<file path="src/rtl/bram_port_arbiter.sv">
// -----------------------------------------------------------------------------
// bram_port_arbiter
//
// Shares port A of one RAMB36E1 between two requesters (m0, m1) with
// round-robin arbitration. After every reset the whole RAM is zero-filled.
// After that, single-word read/write requests are accepted with a
// valid/ready handshake. Read data returns to the requester that issued the
// read, after a fixed latency.
//
// Handshake: a request transfers on a rising edge where valid && ready are
// both 1. A requester holds valid and its payload (we/addr/wdata) stable
// until that edge. Ready is a combinational function of the two valids, the
// round-robin pointer and the FSM state, and never depends on ready itself.
// Responses have no backpressure: rsp_valid is a one-cycle pulse, and
// rsp_rdata is meaningful only while rsp_valid is 1.
//
// Parameters
//   ADDR_W  word-address width, depth = 2**ADDR_W
//   DATA_W  data width, multiple of 8
//   DO_REG  0: read latency 1, 1: latency 2 (must match the primitive DOA_REG)
//
// Ports
//   clk, rst_n                  clock (rising edge), async active-low reset
//   m{0,1}_valid/_ready         request handshake
//   m{0,1}_we/_addr/_wdata      request payload (we=1 write, 0 read)
//   m{0,1}_rsp_valid/_rsp_rdata read response
//   init_done                   zero-fill finished
//   ram_en/_we/_addr/_din       to ENARDEN / WEA / ADDRARDADDR / DIADI
//   ram_regce                   to REGCEAREGCE
//   ram_dout                    from DOADO
//   dbg_state                   current FSM state (0 idle, 1 init, 2 run)
// -----------------------------------------------------------------------------
module bram_port_arbiter #(
    parameter int ADDR_W = 10,
    parameter int DATA_W = 32,
    parameter int DO_REG = 0
) (
    input  logic                  clk,
    input  logic                  rst_n,

    input  logic                  m0_valid,
    output logic                  m0_ready,
    input  logic                  m0_we,
    input  logic [ADDR_W-1:0]     m0_addr,
    input  logic [DATA_W-1:0]     m0_wdata,
    output logic                  m0_rsp_valid,
    output logic [DATA_W-1:0]     m0_rsp_rdata,

    input  logic                  m1_valid,
    output logic                  m1_ready,
    input  logic                  m1_we,
    input  logic [ADDR_W-1:0]     m1_addr,
    input  logic [DATA_W-1:0]     m1_wdata,
    output logic                  m1_rsp_valid,
    output logic [DATA_W-1:0]     m1_rsp_rdata,

    output logic                  init_done,

    output logic                  ram_en,
    output logic [DATA_W/8-1:0]   ram_we,
    output logic [ADDR_W-1:0]     ram_addr,
    output logic [DATA_W-1:0]     ram_din,
    output logic                  ram_regce,
    input  logic [DATA_W-1:0]     ram_dout,

    output logic [1:0]            dbg_state
);

    localparam int WE_W = DATA_W / 8;
    localparam logic [ADDR_W-1:0] CNT_LAST = '1;

    typedef enum logic [1:0] {
        S_IDLE = 2'd0,
        S_INIT = 2'd1,
        S_RUN  = 2'd2
    } state_t;

    state_t              r_state;
    state_t              w_state_nxt;

    logic [ADDR_W-1:0]   r_init_cnt;
    logic                r_init_done;
    logic                r_rr_ptr;      // 0: m0 wins a tie, 1: m1 wins a tie

    logic                w_gnt0;
    logic                w_gnt1;
    logic                w_gnt_any;
    logic                w_sel_we;
    logic [ADDR_W-1:0]   w_sel_addr;
    logic [DATA_W-1:0]   w_sel_wdata;

    logic                r_ram_en;
    logic [WE_W-1:0]     r_ram_we;
    logic [ADDR_W-1:0]   r_ram_addr;
    logic [DATA_W-1:0]   r_ram_din;

    // Tag pipeline: stage 0 is valid in the cycle the RAM sees the access,
    // stage DO_REG in the last cycle before read data is on ram_dout.
    logic [DO_REG:0]     r_tag_rd;
    logic [DO_REG:0]     r_tag_id;

    logic                r_rsp_valid0;
    logic                r_rsp_valid1;

    // -------------------------------------------------------------------------
    // FSM: state register
    // -------------------------------------------------------------------------
    always_ff @(posedge clk or negedge rst_n) begin
        if (!rst_n) begin
            r_state <= S_IDLE;
        end else begin
            r_state <= w_state_nxt;
        end
    end

    // -------------------------------------------------------------------------
    // FSM: next state. IDLE lasts exactly one cycle after reset release.
    // INIT ends on the edge that loads the last address.
    // -------------------------------------------------------------------------
    always_comb begin
        w_state_nxt = r_state;
        case (r_state)
            S_IDLE:  w_state_nxt = S_INIT;
            S_INIT:  if (r_init_cnt == CNT_LAST) w_state_nxt = S_RUN;
            S_RUN:   w_state_nxt = S_RUN;
            default: w_state_nxt = S_IDLE;
        endcase
    end

    // -------------------------------------------------------------------------
    // FSM: outputs (grant / ready). Grants start only once init_done is
    // visible, so no request can overlap the final zero-fill write.
    // -------------------------------------------------------------------------
    always_comb begin
        w_gnt0 = 1'b0;
        w_gnt1 = 1'b0;
        if (r_state == S_RUN && r_init_done) begin
            if (m0_valid && (!m1_valid || !r_rr_ptr)) begin
                w_gnt0 = 1'b1;
            end else if (m1_valid) begin
                w_gnt1 = 1'b1;
            end
        end
    end

    assign w_gnt_any   = w_gnt0 | w_gnt1;
    assign w_sel_we    = w_gnt1 ? m1_we    : m0_we;
    assign w_sel_addr  = w_gnt1 ? m1_addr  : m0_addr;
    assign w_sel_wdata = w_gnt1 ? m1_wdata : m0_wdata;

    // -------------------------------------------------------------------------
    // RAM port registers and zero-fill counter. Before RUN the port writes
    // zero at the counter address every cycle; the first write is loaded on
    // the edge that leaves IDLE.
    // -------------------------------------------------------------------------
    always_ff @(posedge clk or negedge rst_n) begin
        if (!rst_n) begin
            r_ram_en   <= 1'b0;
            r_ram_we   <= '0;
            r_ram_addr <= '0;
            r_ram_din  <= '0;
            r_init_cnt <= '0;
        end else if (r_state != S_RUN) begin
            r_ram_en   <= 1'b1;
            r_ram_we   <= '1;
            r_ram_addr <= r_init_cnt;
            r_ram_din  <= '0;
            r_init_cnt <= r_init_cnt + 1'b1;
        end else begin
            r_ram_en <= w_gnt_any;
            r_ram_we <= {WE_W{w_gnt_any & w_sel_we}};
            if (w_gnt_any) begin
                r_ram_addr <= w_sel_addr;
                r_ram_din  <= w_sel_wdata;
            end
        end
    end

    // -------------------------------------------------------------------------
    // Arbitration pointer, init_done, tag pipeline and response pulses.
    // -------------------------------------------------------------------------
    always_ff @(posedge clk or negedge rst_n) begin
        if (!rst_n) begin
            r_init_done  <= 1'b0;
            r_rr_ptr     <= 1'b0;
            r_tag_rd     <= '0;
            r_tag_id     <= '0;
            r_rsp_valid0 <= 1'b0;
            r_rsp_valid1 <= 1'b0;
        end else begin
            r_init_done <= (r_state == S_RUN);

            // After a grant the other side gets priority on the next tie.
            if (w_gnt0) begin
                r_rr_ptr <= 1'b1;
            end else if (w_gnt1) begin
                r_rr_ptr <= 1'b0;
            end

            r_tag_rd[0] <= w_gnt_any & ~w_sel_we;
            r_tag_id[0] <= w_gnt1;
            for (int k = 1; k <= DO_REG; k++) begin
                r_tag_rd[k] <= r_tag_rd[k-1];
                r_tag_id[k] <= r_tag_id[k-1];
            end

            r_rsp_valid0 <= r_tag_rd[DO_REG] & ~r_tag_id[DO_REG];
            r_rsp_valid1 <= r_tag_rd[DO_REG] &  r_tag_id[DO_REG];
        end
    end

    // With the output register enabled, it must capture in the cycle after
    // the array access; stage 1 of the tag pipeline marks exactly that cycle.
    generate
        if (DO_REG != 0) begin : g_regce
            assign ram_regce = r_tag_rd[DO_REG];
        end else begin : g_no_regce
            assign ram_regce = 1'b0;
        end
    endgenerate

    assign m0_ready     = w_gnt0;
    assign m1_ready     = w_gnt1;
    assign m0_rsp_valid = r_rsp_valid0;
    assign m1_rsp_valid = r_rsp_valid1;
    // Only one requester is told the data is valid, so both can share DOADO.
    assign m0_rsp_rdata = ram_dout;
    assign m1_rsp_rdata = ram_dout;

    assign init_done = r_init_done;
    assign ram_en    = r_ram_en;
    assign ram_we    = r_ram_we;
    assign ram_addr  = r_ram_addr;
    assign ram_din   = r_ram_din;
    assign dbg_state = r_state;

endmodule

</file>
<file path="config.mk">
export PLATFORM = sky130hd
export DESIGN_NAME = bram_port_arbiter
export DESIGN_NICKNAME = d
export VERILOG_FILES = /design/src/rtl/bram_port_arbiter.sv
export SDC_FILE = /design/constraint.sdc
export NUM_CORES = 1
export LEC_CHECK = 0
export ABC_AREA = 1
export CELL_PAD_IN_SITES_DETAIL_PLACEMENT = 1
export CELL_PAD_IN_SITES_GLOBAL_PLACEMENT = 1
export CORE_UTILIZATION = 27
export CTS_BUF_LIST = sky130_fd_sc_hd__clkbuf_4
export DETAILED_ROUTE_END_ITERATION = 8
export HOLD_SLACK_MARGIN = 0.1
export PLACE_DENSITY = 0.95
export SETUP_SLACK_MARGIN = 0.1
export SYNTH_ARGS = -nofsm -noshare
export SYNTH_HDL_FRONTEND = slang
export SYNTH_SLANG_ARGS = --single-unit
</file>
<file path="constraint.sdc">
create_clock -name clk -period 2.86 [get_ports clk]
set_clock_uncertainty 0.15 [all_clocks]
set_input_delay 0.286 -clock clk [delete_from_list [all_inputs] [get_ports clk]]
set_output_delay 0.286 -clock clk [all_outputs]
set_load 0.05 [all_outputs]
</file>
==> flow_summary.ini <==
[outcome]
status = finished, final reports clean

[logic_synthesis]
synthMuxAreaShare = 0
syn_area_per_cell_um2 = 7.16
synth_top_area_share = 0.396
synth_nets = 673
yosysMostFrequentCell = nand2_1
synth_edf_count = 0
synthAdderAreaFrac = 0.0128
synth_warnings = 0
synth_area_um2 = 3920
synth_top_cell_by_area = dfrtp_1
seq_area_frac_synth = 0.396
ys.flop_type = dfrtp_1
yosys.area_share.simple = 0.307
yosysUniqueCellTypes = 26
synthTopCellsByCount = 181 x nand2_1, 104 x inv_1, 75 x buf_4, 69 x nand3_1, 62 x dfrtp_1
synthXorXnorAreaFrac = 0.0112
postSynth.asyncResetShare = 1.00
synth_top_family_by_area = simple AND/OR/NAND/NOR gates
synthCells = 547
synth_compound_area_frac = 0.00383
ys_ff_latch = 62
synth.area.top_cells = dfrtp_1 40%, nand2_1 17%, buf_4 14%, inv_1 10%, nand3_1 8.8%

[floorplan]
die_w_um = 122
start_util = 0.279
core-area_um2 = 14000
rows = 43
pin_count = 241
dieHeight_um = 122
die_area_um2 = 15000

[clock_network]
h-tree-depth = 3
numCtsBuffers = 9
ctsResizeCount = 0
tritoncts = yes
cts-root-buf = clkbuf_4
clock_latency_ns = 0.41
clockBufferDepth = 2
clkTransAtPathRegs_ns = 0.11
clkSinkCount = 62

[cells_and_area]
fin_util = 0.367
multiInputGateArea_um2 = 1310
fillers = 1713
final_area_um2 = 5150
area_growth_pct = 31.4
n_antenna_cell = 0
final_cells = 805
drive_above_1_share = 0.0560
seqCellArea_um2 = 1550
nNetsFinal = 747

[drt]
drt_pass1_iterations = 4
drt_iter0_drc = 109
routed_wl_um = 11500
final_antenna_net_count = 0
drc = 0
wire_per_inst_um = 14.3
vias_per_cell = 4.36
num_vias = 3510

[critical_path]
crit_chain = inv_1, ha_1, nand2_2, nor2_2, buf_4, nand2_2, inv_4, buf_12
cp_top_family = buffers and inverters
critical_path.slowest_cell = dfrtp_1
critPathMaxFanout = 35
cp_common_cell = nand2_2
critPathRequiredTime_ns = 2.42
critPathBufInv = 4
critPathMaxStageDelay_ns = 0.42
critPathKind = flop to output pin
worstSetupStartpointType = flop
arrival_ns = 2.10
cp-end-kind = output pin

[sta]
relSlewSlack = 0.500
period_needed_ns = 2.53
setup_viol = 0
tightest_slew_ns = 0.750
min_period_over_period = 0.886
rsz0062_at_grt = no
finalMaxSlewViolations = 0
fmax_mhz = 394
hold_viol_final = 0
final.setup.tns_ns = 0

[global_routing]
grt_pass1_wl_um = 18700
track_usage = 0.162
grt_pass1_vias = 3788
grt_overflow = 0
antenna_found_initial = 0
grt_max_degree = 44

[place]
placed_area_um2 = 5010
dp_cells = 789
dp_hpwl_um = 8660
globalplace.congestion = 0.840
portBuffers = 143

[power_and_ir_drop]
leakagePower_nw = 2.74
ir_drop_uv = 172
power_density_nw_per_um2 = 322

[worst_hold_path]
hp-class = flop to flop

[flow_run]
drv_cap = 0
[final timing paths]
path	startpoint	to	slack [ns]	cells past startpoint
hold / removal	r_tag_id$_DFF_PN0_	m0_rsp_valid$_DFF_PN0_	0.28	1
hold reg to reg	r_tag_id$_DFF_PN0_	m0_rsp_valid$_DFF_PN0_	0.28	1
max in group asynchronous	rst_n	r_init_cnt[1]$_DFFE_PN0P_	1.60	3
setup reg to reg	dbg_state[0]$_DFFE_PN0P_	ram_din[9]$_DFFE_PN0P_	0.59	8
setup / recovery	dbg_state[0]$_DFFE_PN0P_	m1_ready	0.33	8
min in group asynchronous	rst_n	ram_din[7]$_DFFE_PN0P_	0.31	2
[sequential cells by signal, indices dropped and copies added, names as in the netlist]
name          count
r_rr_ptr          1
m1_rsp_valid      1
ram_en            1
ram_din          32
init_done         1
m0_rsp_valid      1
dbg_state         2
r_tag_rd          1
r_tag_id          1
ram_we            1
ram_addr         10
r_init_cnt       10
[stage by stage]
stage	setup WS [ns]	hold slack, ns	power, mW
after floorplan	0.675	-0.160	1.18
after global placement	0.613	0.230	1.09
after detailed placement	0.606	0.241	1.09
after CTS	0.272	0.288	1.69
after global routing	0.121	0.310	1.75
final	0.325	0.278	1.66
[layout by cell type (no fill, tap or decap), types with 2 or more instances in the layout]
| cell type | count |
|---|---|
| xnor2_1 | 3 |
| inv_2 | 2 |
| nand2_1 | 181 |
| buf_12 | 3 |
| ha_1 | 4 |
| xor2_1 | 2 |
| nand2_2 | 2 |
| nand3_1 | 69 |
| dfrtp_1 | 62 |
| nand4_1 | 12 |
| nor2_1 | 5 |
| buf_4 | 7 |
| clkinv_2 | 2 |
| clkdlybuf4s50_1 | 140 |
| o21ai_0 | 2 |
| inv_1 | 104 |
| clkbuf_4 | 10 |
[worst reg2reg max path, stage by stage, from the launching register on]
cell     delay (ns)
dfrtp_1        0.42
inv_1          0.11
ha_1           0.21
buf_4          0.23
nand3_1        0.21
nand2_4        0.30
buf_4          0.36
nand3_1        0.14
nand2_1        0.08
[where the power goes]
group	leakage, nW	total (mW)	switching, mW	internal, mW
clock network	0.0697	0.589	0.323	0.266
registers	0.827	0.876	0	0.876
logic	1.85	0.195	0.0704	0.124
[layer usage]
metal	share of wire	vias up	GRT usage	wire, um
met2	0.47	141	0.278	5440
met5	0	-	0	0
met4	0.025	0	0.0655	285
met1	0.43	1639	0.186	4980
li1	-	1703	-	-
met3	0.068	27	0.0511	783
[cell type report]
type                    instances  share of cell area
repair buffers                152               0.297
multi-input cells             289               0.255
inverters                     107              0.0785
clock inverters                 5             0.00996
flip-flops and latches         62               0.301
well taps                     180              0.0437
clock buffers                  10              0.0146
[kinds of logic after synthesis]
group / Yosys count
xor+xnor: 5
compound gates: 3
flops: 62
fa+ha+maj: 4
buf+inv: 196
simple gates: 276
other cells: 1
[timing repair]
action,CTS,global route
hold endpoints to repair,28,0
hold buffers,1,0
setup buffers,0,0
No activity file was read; power rests on OpenSTA's default activity.
